==> config.mk <==
export PLATFORM = sky130hd
export DESIGN_NAME = coder_conv
export DESIGN_NICKNAME = d
export VERILOG_FILES = /design/src/rtl/fec_pkg.sv /design/src/rtl/conv_enc_core.sv /design/src/rtl/coder_conv.sv
export SDC_FILE = /design/constraint.sdc
export NUM_CORES = 1
export LEC_CHECK = 0
export CAP_MARGIN = 10
export CELL_PAD_IN_SITES_DETAIL_PLACEMENT = 1
export CELL_PAD_IN_SITES_GLOBAL_PLACEMENT = 1
export CORE_MARGIN = 5
export CORE_UTILIZATION = 40
export CTS_CLUSTER_DIAMETER = 120
export DETAILED_ROUTE_END_ITERATION = 10
export PLACE_DENSITY = 0.72
export SYNTH_ARGS = -nofsm -noshare
export SYNTH_HDL_FRONTEND = slang
export SYNTH_HIERARCHICAL = 1
export SYNTH_SLANG_ARGS = --single-unit
export TNS_END_PERCENT = 1
==> constraint.sdc <==
create_clock -name clk -period 1.6 [get_ports clk]
set_input_delay 0.24 -clock clk [delete_from_list [all_inputs] [get_ports clk]]
set_output_delay 0.24 -clock clk [all_outputs]
set_load 0.005 [all_outputs]
==> src/rtl/fec_pkg.sv <==
// Shared definitions for the TX FEC chain: frame geometry, convolutional
// code generators and the encoder framing state type.
package fec_pkg;

  // Serial frame length seen by the encoder: payload plus CRC-16.
  localparam int FRAME_BITS_DEF = 1904 + 16;

  // Constraint length of the convolutional code; the tail is K-1 bits.
  localparam int K_DEF = 7;

  // Generator polynomials, MSB applies to the newest bit.
  localparam logic [6:0] G0_DEF = 7'o171;
  localparam logic [6:0] G1_DEF = 7'o133;

  // Framing state of the encoder.
  typedef enum logic [1:0] {
    IDLE = 2'd0,
    DATA = 2'd1,
    TAIL = 2'd2
  } conv_state_t;

endpackage

==> src/rtl/conv_enc_core.sv <==
// Convolutional encoder datapath: holds the K-1 bit history and produces
// one registered dibit per enabled cycle. A sync clear makes the current
// bit see an all-zero history, so a frame can start without a dead cycle.
module conv_enc_core
  import fec_pkg::*;
#(
  parameter int         K  = K_DEF,
  parameter logic [K-1:0] G0 = G0_DEF,
  parameter logic [K-1:0] G1 = G1_DEF
) (
  input  logic       clk,
  input  logic       rst,
  input  logic       en,
  input  logic       clr,
  input  logic       data_bit,
  output logic [1:0] dibit
);

  logic [K-2:0] sr_reg;
  logic [K-2:0] sr_eff;
  logic [K-1:0] win;
  logic [K-1:0] tap0;
  logic [K-1:0] tap1;
  logic [1:0]   dibit_reg;

  // Window seen by the generators: new bit on top, history below it.
  always_comb begin
    sr_eff = clr ? '0 : sr_reg;
    win    = {data_bit, sr_eff};
  end

  // Per-tap generator masking.
  genvar gi;
  generate
    for (gi = 0; gi < K; gi++) begin : g_tap
      assign tap0[gi] = win[gi] & G0[gi];
      assign tap1[gi] = win[gi] & G1[gi];
    end
  endgenerate

  // Register the parity pair and shift the new bit into the history.
  always_ff @(posedge clk or negedge rst) begin
    if (!rst) begin
      sr_reg    <= '0;
      dibit_reg <= '0;
    end else if (en) begin
      dibit_reg <= {^tap1, ^tap0};
      sr_reg    <= win[K-1:1];
    end
  end

  assign dibit = dibit_reg;

endmodule

==> src/rtl/coder_conv.sv <==
// Rate-1/2 convolutional encoder with frame handling: counts the frame,
// appends the K-1 zero tail, flags framing violations and marks the first
// and last dibit of every frame.
module coder_conv
  import fec_pkg::*;
#(
  parameter int           FRAME_BITS = FRAME_BITS_DEF,
  parameter int           K          = K_DEF,
  parameter logic [K-1:0] G0         = G0_DEF,
  parameter logic [K-1:0] G1         = G1_DEF
) (
  input  logic       clk,
  input  logic       rst,
  input  logic       ival,
  input  logic       isop,
  input  logic       idat,
  output logic       oreq,
  output logic [1:0] odat,
  output logic       oval,
  output logic       osop,
  output logic       oeop,
  output logic       oerr
);

  localparam int            CW        = $clog2(FRAME_BITS + 1);
  localparam logic [CW-1:0] LAST_CNT  = CW'(FRAME_BITS - 1);
  localparam logic [2:0]    TAIL_LAST = 3'(K - 2);

  conv_state_t   state_reg;
  logic [CW-1:0] cnt_reg;
  logic [2:0]    tail_reg;
  logic          oreq_reg;
  logic          oval_reg;
  logic          osop_reg;
  logic          oeop_reg;
  logic          oerr_reg;

  logic start;
  logic enc_en;
  logic enc_clr;
  logic enc_bit;

  // Decide which cycles feed the encoder and with what bit.
  always_comb begin
    start   = ival & isop & (state_reg != TAIL);
    enc_en  = 1'b0;
    enc_clr = start;
    enc_bit = idat;
    case (state_reg)
      IDLE:    enc_en = start;
      DATA:    enc_en = ival;
      TAIL: begin
        enc_en  = 1'b1;
        enc_bit = 1'b0;
      end
      default: enc_en = 1'b0;
    endcase
  end

  conv_enc_core #(
    .K  (K),
    .G0 (G0),
    .G1 (G1)
  ) u_core (
    .clk      (clk),
    .rst      (rst),
    .en       (enc_en),
    .clr      (enc_clr),
    .data_bit (enc_bit),
    .dibit    (odat)
  );

  // Framing FSM with registered strobes, aligned with the core's dibit.
  always_ff @(posedge clk or negedge rst) begin
    if (!rst) begin
      state_reg <= IDLE;
      cnt_reg   <= '0;
      tail_reg  <= '0;
      oreq_reg  <= 1'b0;
      oval_reg  <= 1'b0;
      osop_reg  <= 1'b0;
      oeop_reg  <= 1'b0;
      oerr_reg  <= 1'b0;
    end else begin
      oval_reg <= enc_en;
      osop_reg <= start;
      oeop_reg <= 1'b0;
      oerr_reg <= 1'b0;
      case (state_reg)
        IDLE, DATA: begin
          if (start) begin
            // A start inside a frame abandons it; restart from bit 0.
            oerr_reg <= (state_reg == DATA);
            cnt_reg  <= CW'(1);
            tail_reg <= '0;
            if (FRAME_BITS == 1) begin
              state_reg <= TAIL;
              oreq_reg  <= 1'b1;
            end else begin
              state_reg <= DATA;
            end
          end else if (ival && state_reg == DATA) begin
            cnt_reg <= cnt_reg + 1'b1;
            if (cnt_reg == LAST_CNT) begin
              state_reg <= TAIL;
              oreq_reg  <= 1'b1;
              tail_reg  <= '0;
            end
          end
        end
        TAIL: begin
          // Upstream is held off here; anything it sends is a violation.
          oerr_reg <= ival;
          if (tail_reg == TAIL_LAST) begin
            state_reg <= IDLE;
            oreq_reg  <= 1'b0;
            oeop_reg  <= 1'b1;
            tail_reg  <= '0;
            cnt_reg   <= '0;
          end else begin
            tail_reg <= tail_reg + 3'd1;
          end
        end
        default: state_reg <= IDLE;
      endcase
    end
  end

  assign oreq = oreq_reg;
  assign oval = oval_reg;
  assign osop = osop_reg;
  assign oeop = oeop_reg;
  assign oerr = oerr_reg;

endmodule

==> report_table.html <==
<table>
<tr><th>Metric</th><th>Value</th></tr>
<tr><th colspan="2">Synth</th></tr>
<tr><td>Leading cell types by total area after synthesis</td><td>sky130_fd_sc_hd__dfrtp_1 46%, sky130_fd_sc_hd__o21ai_0 4.8%, sky130_fd_sc_hd__nand2_1 3.3%</td></tr>
<tr><td>Yosys Warn Count</td><td>6</td></tr>
<tr><td>Count of flip-flops with a built-in enable after synthesis</td><td>0</td></tr>
<tr><td>Cell area after synthesis</td><td>1574 µm²</td></tr>
<tr><td>Async set or reset register ratio after synthesis</td><td>100.0%</td></tr>
<tr><td>Synthesized netlist net count</td><td>165</td></tr>
<tr><td>Number of synthesized register bits</td><td>29</td></tr>
<tr><td>Prevailing post-synth register cell</td><td>sky130_fd_sc_hd__dfrtp_1</td></tr>
<tr><td>Number of distinct library cells after synthesis</td><td>47</td></tr>
<tr><td>Mapped Cells</td><td>159</td></tr>
<tr><td>Top-area cell type share of the netlist area</td><td>46.10%</td></tr>
<tr><td>Avg Inst Size Synth</td><td>9.899 µm²</td></tr>
<tr><td>Most area-hungry cell type in the Yosys netlist</td><td>sky130_fd_sc_hd__dfrtp_1</td></tr>
<tr><td>Sequential fraction of the synthesis area</td><td>46.10%</td></tr>
<tr><th colspan="2">Route</th></tr>
<tr><td>Drt via density</td><td>5.764</td></tr>
<tr><td>Total via count in the routed design</td><td>1366</td></tr>
<tr><td>Iteration count of the initial detailed-routing pass</td><td>4</td></tr>
<tr><td>Post-route ant nets</td><td>0</td></tr>
<tr><td>Average wire per standard cell</td><td>16.86 µm</td></tr>
<tr><td>DRC violation total after the first TritonRoute iteration</td><td>48</td></tr>
<tr><td>Detailed Route WL</td><td>3996 µm</td></tr>
<tr><td>Residual DRC count</td><td>0</td></tr>
<tr><th colspan="2">Pwr</th></tr>
<tr><td>Post-layout power</td><td>0.001933 W</td></tr>
<tr><td>P per Cell Area</td><td>1011 nW/µm²</td></tr>
<tr><td>Leakage</td><td>0.8085 nW</td></tr>
<tr><td>Largest voltage drop on the vdd net</td><td>0.5059 mV</td></tr>
<tr><th colspan="2">STA</th></tr>
<tr><td>Headroom to the max-slew limit</td><td>68.23%</td></tr>
<tr><td>Highest attainable clock frequency</td><td>650.0 MHz</td></tr>
<tr><td>Min Hold Slack</td><td>0.3416 ns</td></tr>
<tr><td>Maximum clock skew at final layout</td><td>0.005266 ns</td></tr>
<tr><td>Slew of the pin with the lowest slew margin</td><td>0.4766 ns</td></tr>
<tr><td>Shortest clock period the worst path allows after layout</td><td>1.539 ns</td></tr>
<tr><td>Final Max Tran Viols</td><td>0</td></tr>
<tr><td>Final setup viols</td><td>0</td></tr>
<tr><td>Setup repair after global routing missed its margin</td><td>false</td></tr>
<tr><td>Final-report hold violation count</td><td>0</td></tr>
<tr><td>Tcrit/Tclk final</td><td>96.16%</td></tr>
<tr><th colspan="2">CTS</th></tr>
<tr><td>Clk Latency, worst-skew pair</td><td>0.29 ns</td></tr>
<tr><td>Level count of the clock H-tree</td><td>2</td></tr>
<tr><td>Clock slew at the register clock pins of the worst setup and hold paths</td><td>0.07 ns</td></tr>
<tr><td>Buffer depth of the longest clock path</td><td>2</td></tr>
<tr><td>Post-CTS setup-driven buffer insertion count</td><td>0</td></tr>
<tr><td>Root Driver</td><td>sky130_fd_sc_hd__clkbuf_8</td></tr>
<tr><td>Number of buffers inserted during clock tree synthesis</td><td>5</td></tr>
<tr><td>CTS Hold Bufs</td><td>0</td></tr>
<tr><td>CTS tree</td><td>built</td></tr>
<tr><td>Post_cts resized</td><td>1</td></tr>
<tr><td>Total clock sinks</td><td>29</td></tr>
<tr><th colspan="2">Setup path</th></tr>
<tr><td>Largest delay share family, worst path</td><td>XOR/XNOR gates</td></tr>
<tr><td>CP max stage delay</td><td>0.45 ns</td></tr>
<tr><td>Crit start category</td><td>flop</td></tr>
<tr><td>Worst reg2reg setup slack</td><td>0.06 ns</td></tr>
<tr><td>Slowest cell on the critical path</td><td>sky130_fd_sc_hd__xnor3_2</td></tr>
<tr><td>Worst setup path startpoint</td><td>u_core/sr_reg[3]$_DFFE_PN0P_</td></tr>
<tr><td>Worst path required time</td><td>1.80 ns</td></tr>
<tr><td>Max FO, Critical Path</td><td>3</td></tr>
<tr><td>Worst setup path class</td><td>reg2reg</td></tr>
<tr><td>Critical-path cell list</td><td>xnor3_2 &gt; xor2_1 &gt; or3_1 &gt; a31oi_1</td></tr>
<tr><td>Capturing element type of the critical path</td><td>flop</td></tr>
<tr><td>Endpoint of the worst register-to-register path</td><td>u_core/dibit[0]$_DFFE_PN0P_</td></tr>
<tr><td>Count of cell instances traversed by the critical path</td><td>4</td></tr>
<tr><td>FF-to-FF Start</td><td>u_core/sr_reg[3]$_DFFE_PN0P_</td></tr>
<tr><td>R2R cell count</td><td>4</td></tr>
<tr><td>Bufs and invs on worst path</td><td>0</td></tr>
<tr><td>CP arrival</td><td>1.74 ns</td></tr>
<tr><th colspan="2">Place</th></tr>
<tr><td>Final weighted congestion in routability-driven placement</td><td>0.8666</td></tr>
<tr><td>Port-buffer cells</td><td>11</td></tr>
<tr><td>Placed instance count</td><td>229</td></tr>
<tr><td>HPWL after DPL</td><td>2969 µm</td></tr>
<tr><th colspan="2">Min path</th></tr>
<tr><td>Worst Hold Class</td><td>in2async</td></tr>
<tr><th colspan="2">Finish</th></tr>
<tr><td>Nets</td><td>194</td></tr>
<tr><td>Inserted Diodes</td><td>0</td></tr>
<tr><td>Area added between synthesis and finish</td><td>21.46%</td></tr>
<tr><td>Non-Filler Instances</td><td>237</td></tr>
<tr><td>Final cell utilization of the core</td><td>51.07%</td></tr>
<tr><td>Number of flip-flops under the largest register name</td><td>11</td></tr>
<tr><td>Proportion of layout cells with a drive suffix above 1</td><td>20.63%</td></tr>
<tr><td>Filler instances</td><td>447</td></tr>
<tr><th colspan="2">Global routing</th></tr>
<tr><td>Antenna violations before repair</td><td>0</td></tr>
<tr><td>Global-route wire length before repair</td><td>6755 µm</td></tr>
<tr><td>Aggregate global-route resource usage</td><td>16.57%</td></tr>
<tr><td>Pin count of the biggest net entering global routing</td><td>30</td></tr>
<tr><td>Via count of the first global-routing pass</td><td>1406</td></tr>
<tr><td>Overflow left after global routing</td><td>0</td></tr>
<tr><th colspan="2">Floorplan</th></tr>
<tr><td>Core area</td><td>3744 µm²</td></tr>
<tr><td>Effective utilization at floorplan</td><td>42.05%</td></tr>
<tr><td>I/O Pins</td><td>12</td></tr>
<tr><td>Vertical die dimension</td><td>72.73 µm</td></tr>
<tr><td>DIE WIDTH</td><td>72.73 µm</td></tr>
<tr><td># rows</td><td>22</td></tr>
<tr><td>Die ar.</td><td>5290 µm²</td></tr>
<tr><th colspan="2">Flow run</th></tr>
<tr><td>Number of maximum-capacitance constraint violations</td><td>0</td></tr>
<tr><th colspan="2">Status</th></tr>
<tr><td>Status</td><td>completed</td></tr>
</table>
-- how the worst max path moves through the flow --
stage | endpoint | slack [ns]
4_1_cts | u_core/dibit[0]$_DFFE_PN0P_ | 0.05
5_1_grt | u_core/dibit[0]$_DFFE_PN0P_ | 0.005
2_1_floorplan | tail_reg[0]$_DFFE_PN0P_ | 0.04
6_report | u_core/dibit[0]$_DFFE_PN0P_ | 0.06
3_3_place_gp | u_core/sr_reg[4]$_DFFE_PN0P_ | -0.25
3_5_place_dp | u_core/sr_reg[0]$_DFFE_PN0P_ | -0.31
-- logic make-up after synthesis --
logic type / Yosys count / share of synthesized area (%)
simple gates: 57 / 22.02
buf+inv: 18 / 6.360
flops: 29 / 46.11
xor+xnor: 3 / 2.623
mux: 2 / 1.669
compound gates: 49 / 20.43
fa+ha+maj: 1 / 0.7948
-- cells in the mapped netlist (2+ instances only) --
library cell,instances
sky130_fd_sc_hd__a31oi_1,7
sky130_fd_sc_hd__or3_1,2
sky130_fd_sc_hd__nor2_1,8
sky130_fd_sc_hd__nand2_1,14
sky130_fd_sc_hd__o21ai_0,15
sky130_fd_sc_hd__o21ai_1,2
sky130_fd_sc_hd__a41oi_1,4
sky130_fd_sc_hd__and3_1,4
sky130_fd_sc_hd__o311ai_1,2
sky130_fd_sc_hd__nand2b_1,2
sky130_fd_sc_hd__nand4_1,4
sky130_fd_sc_hd__a21oi_1,6
sky130_fd_sc_hd__nand3_2,2
sky130_fd_sc_hd__nand3b_1,6
sky130_fd_sc_hd__inv_1,10
sky130_fd_sc_hd__clkbuf_1,2
sky130_fd_sc_hd__buf_6,3
sky130_fd_sc_hd__nor2b_1,2
sky130_fd_sc_hd__o22a_1,2
sky130_fd_sc_hd__o21a_1,3
sky130_fd_sc_hd__nand3_1,4
sky130_fd_sc_hd__nand4b_1,2
sky130_fd_sc_hd__dfrtp_1,29
-- layer usage --
layer	GRT usage (%)	wire length, µm	up-vias
met5	0	0	-
met4	5.533	59	0
met3	4.408	137	5
met2	29.86	2079	20
met1	18.80	1720	694
li1	-	-	647
-- cell type report --
class / instances / area, µm² / share of cell area (%)
flip-flops and latches: 29 / 726.9 / 38.02
clock inverters: 2 / 10.01 / 0.5236
repair buffers: 29 / 245.2 / 12.83
well taps: 48 / 60.06 / 3.141
inverters: 11 / 46.29 / 2.421
clock buffers: 6 / 72.57 / 3.796
multi-input cells: 112 / 750.7 / 39.27
-- worst register-to-register path: cells and delay by family (launching register included) --
kind / cells / cell delay, ns
flip-flops: 1 / 0.38
AND/OR/NAND/NOR: 1 / 0.30
AO/OA/AOI/OAI: 1 / 0.17
XOR/XNOR: 2 / 0.61
-- power by group --
part	switching (W)	leakage, nW	internal, W
registers	0.000110	0.371	0.000833
logic	0.000190	0.393	0.000209
clock network	0.000290	0.0450	0.000301
-- per-stage QoR --
step	cell area, µm²	setup WS (ns)	TNS, ns
5_1_grt	1912	0.005433	0
3_3_place_gp	1826	-0.2545	-3.931
2_1_floorplan	1574	0.04173	0
6_report	1912	0.06145	0
4_1_cts	1909	0.04751	0
3_5_place_dp	1826	-0.3075	-5.120
-- placed cells by master (no fill, tap or decap), types with 4 or more instances in the layout --
cell type,netlist,routed
sky130_fd_sc_hd__inv_1,10,10
sky130_fd_sc_hd__nand2_1,14,14
sky130_fd_sc_hd__nand4_1,4,4
sky130_fd_sc_hd__dfrtp_1,29,28
sky130_fd_sc_hd__clkdlybuf4s50_1,0,11
sky130_fd_sc_hd__and3_1,4,4
sky130_fd_sc_hd__clkbuf_8,0,5
sky130_fd_sc_hd__nand3b_1,6,6
sky130_fd_sc_hd__nor2_1,8,8
sky130_fd_sc_hd__nand3_1,4,4
sky130_fd_sc_hd__o21ai_0,15,15
sky130_fd_sc_hd__a21oi_1,6,6
sky130_fd_sc_hd__a31oi_1,7,7
sky130_fd_sc_hd__a41oi_1,4,4
sky130_fd_sc_hd__buf_4,1,18
Power figures use the tool's default switching activity.
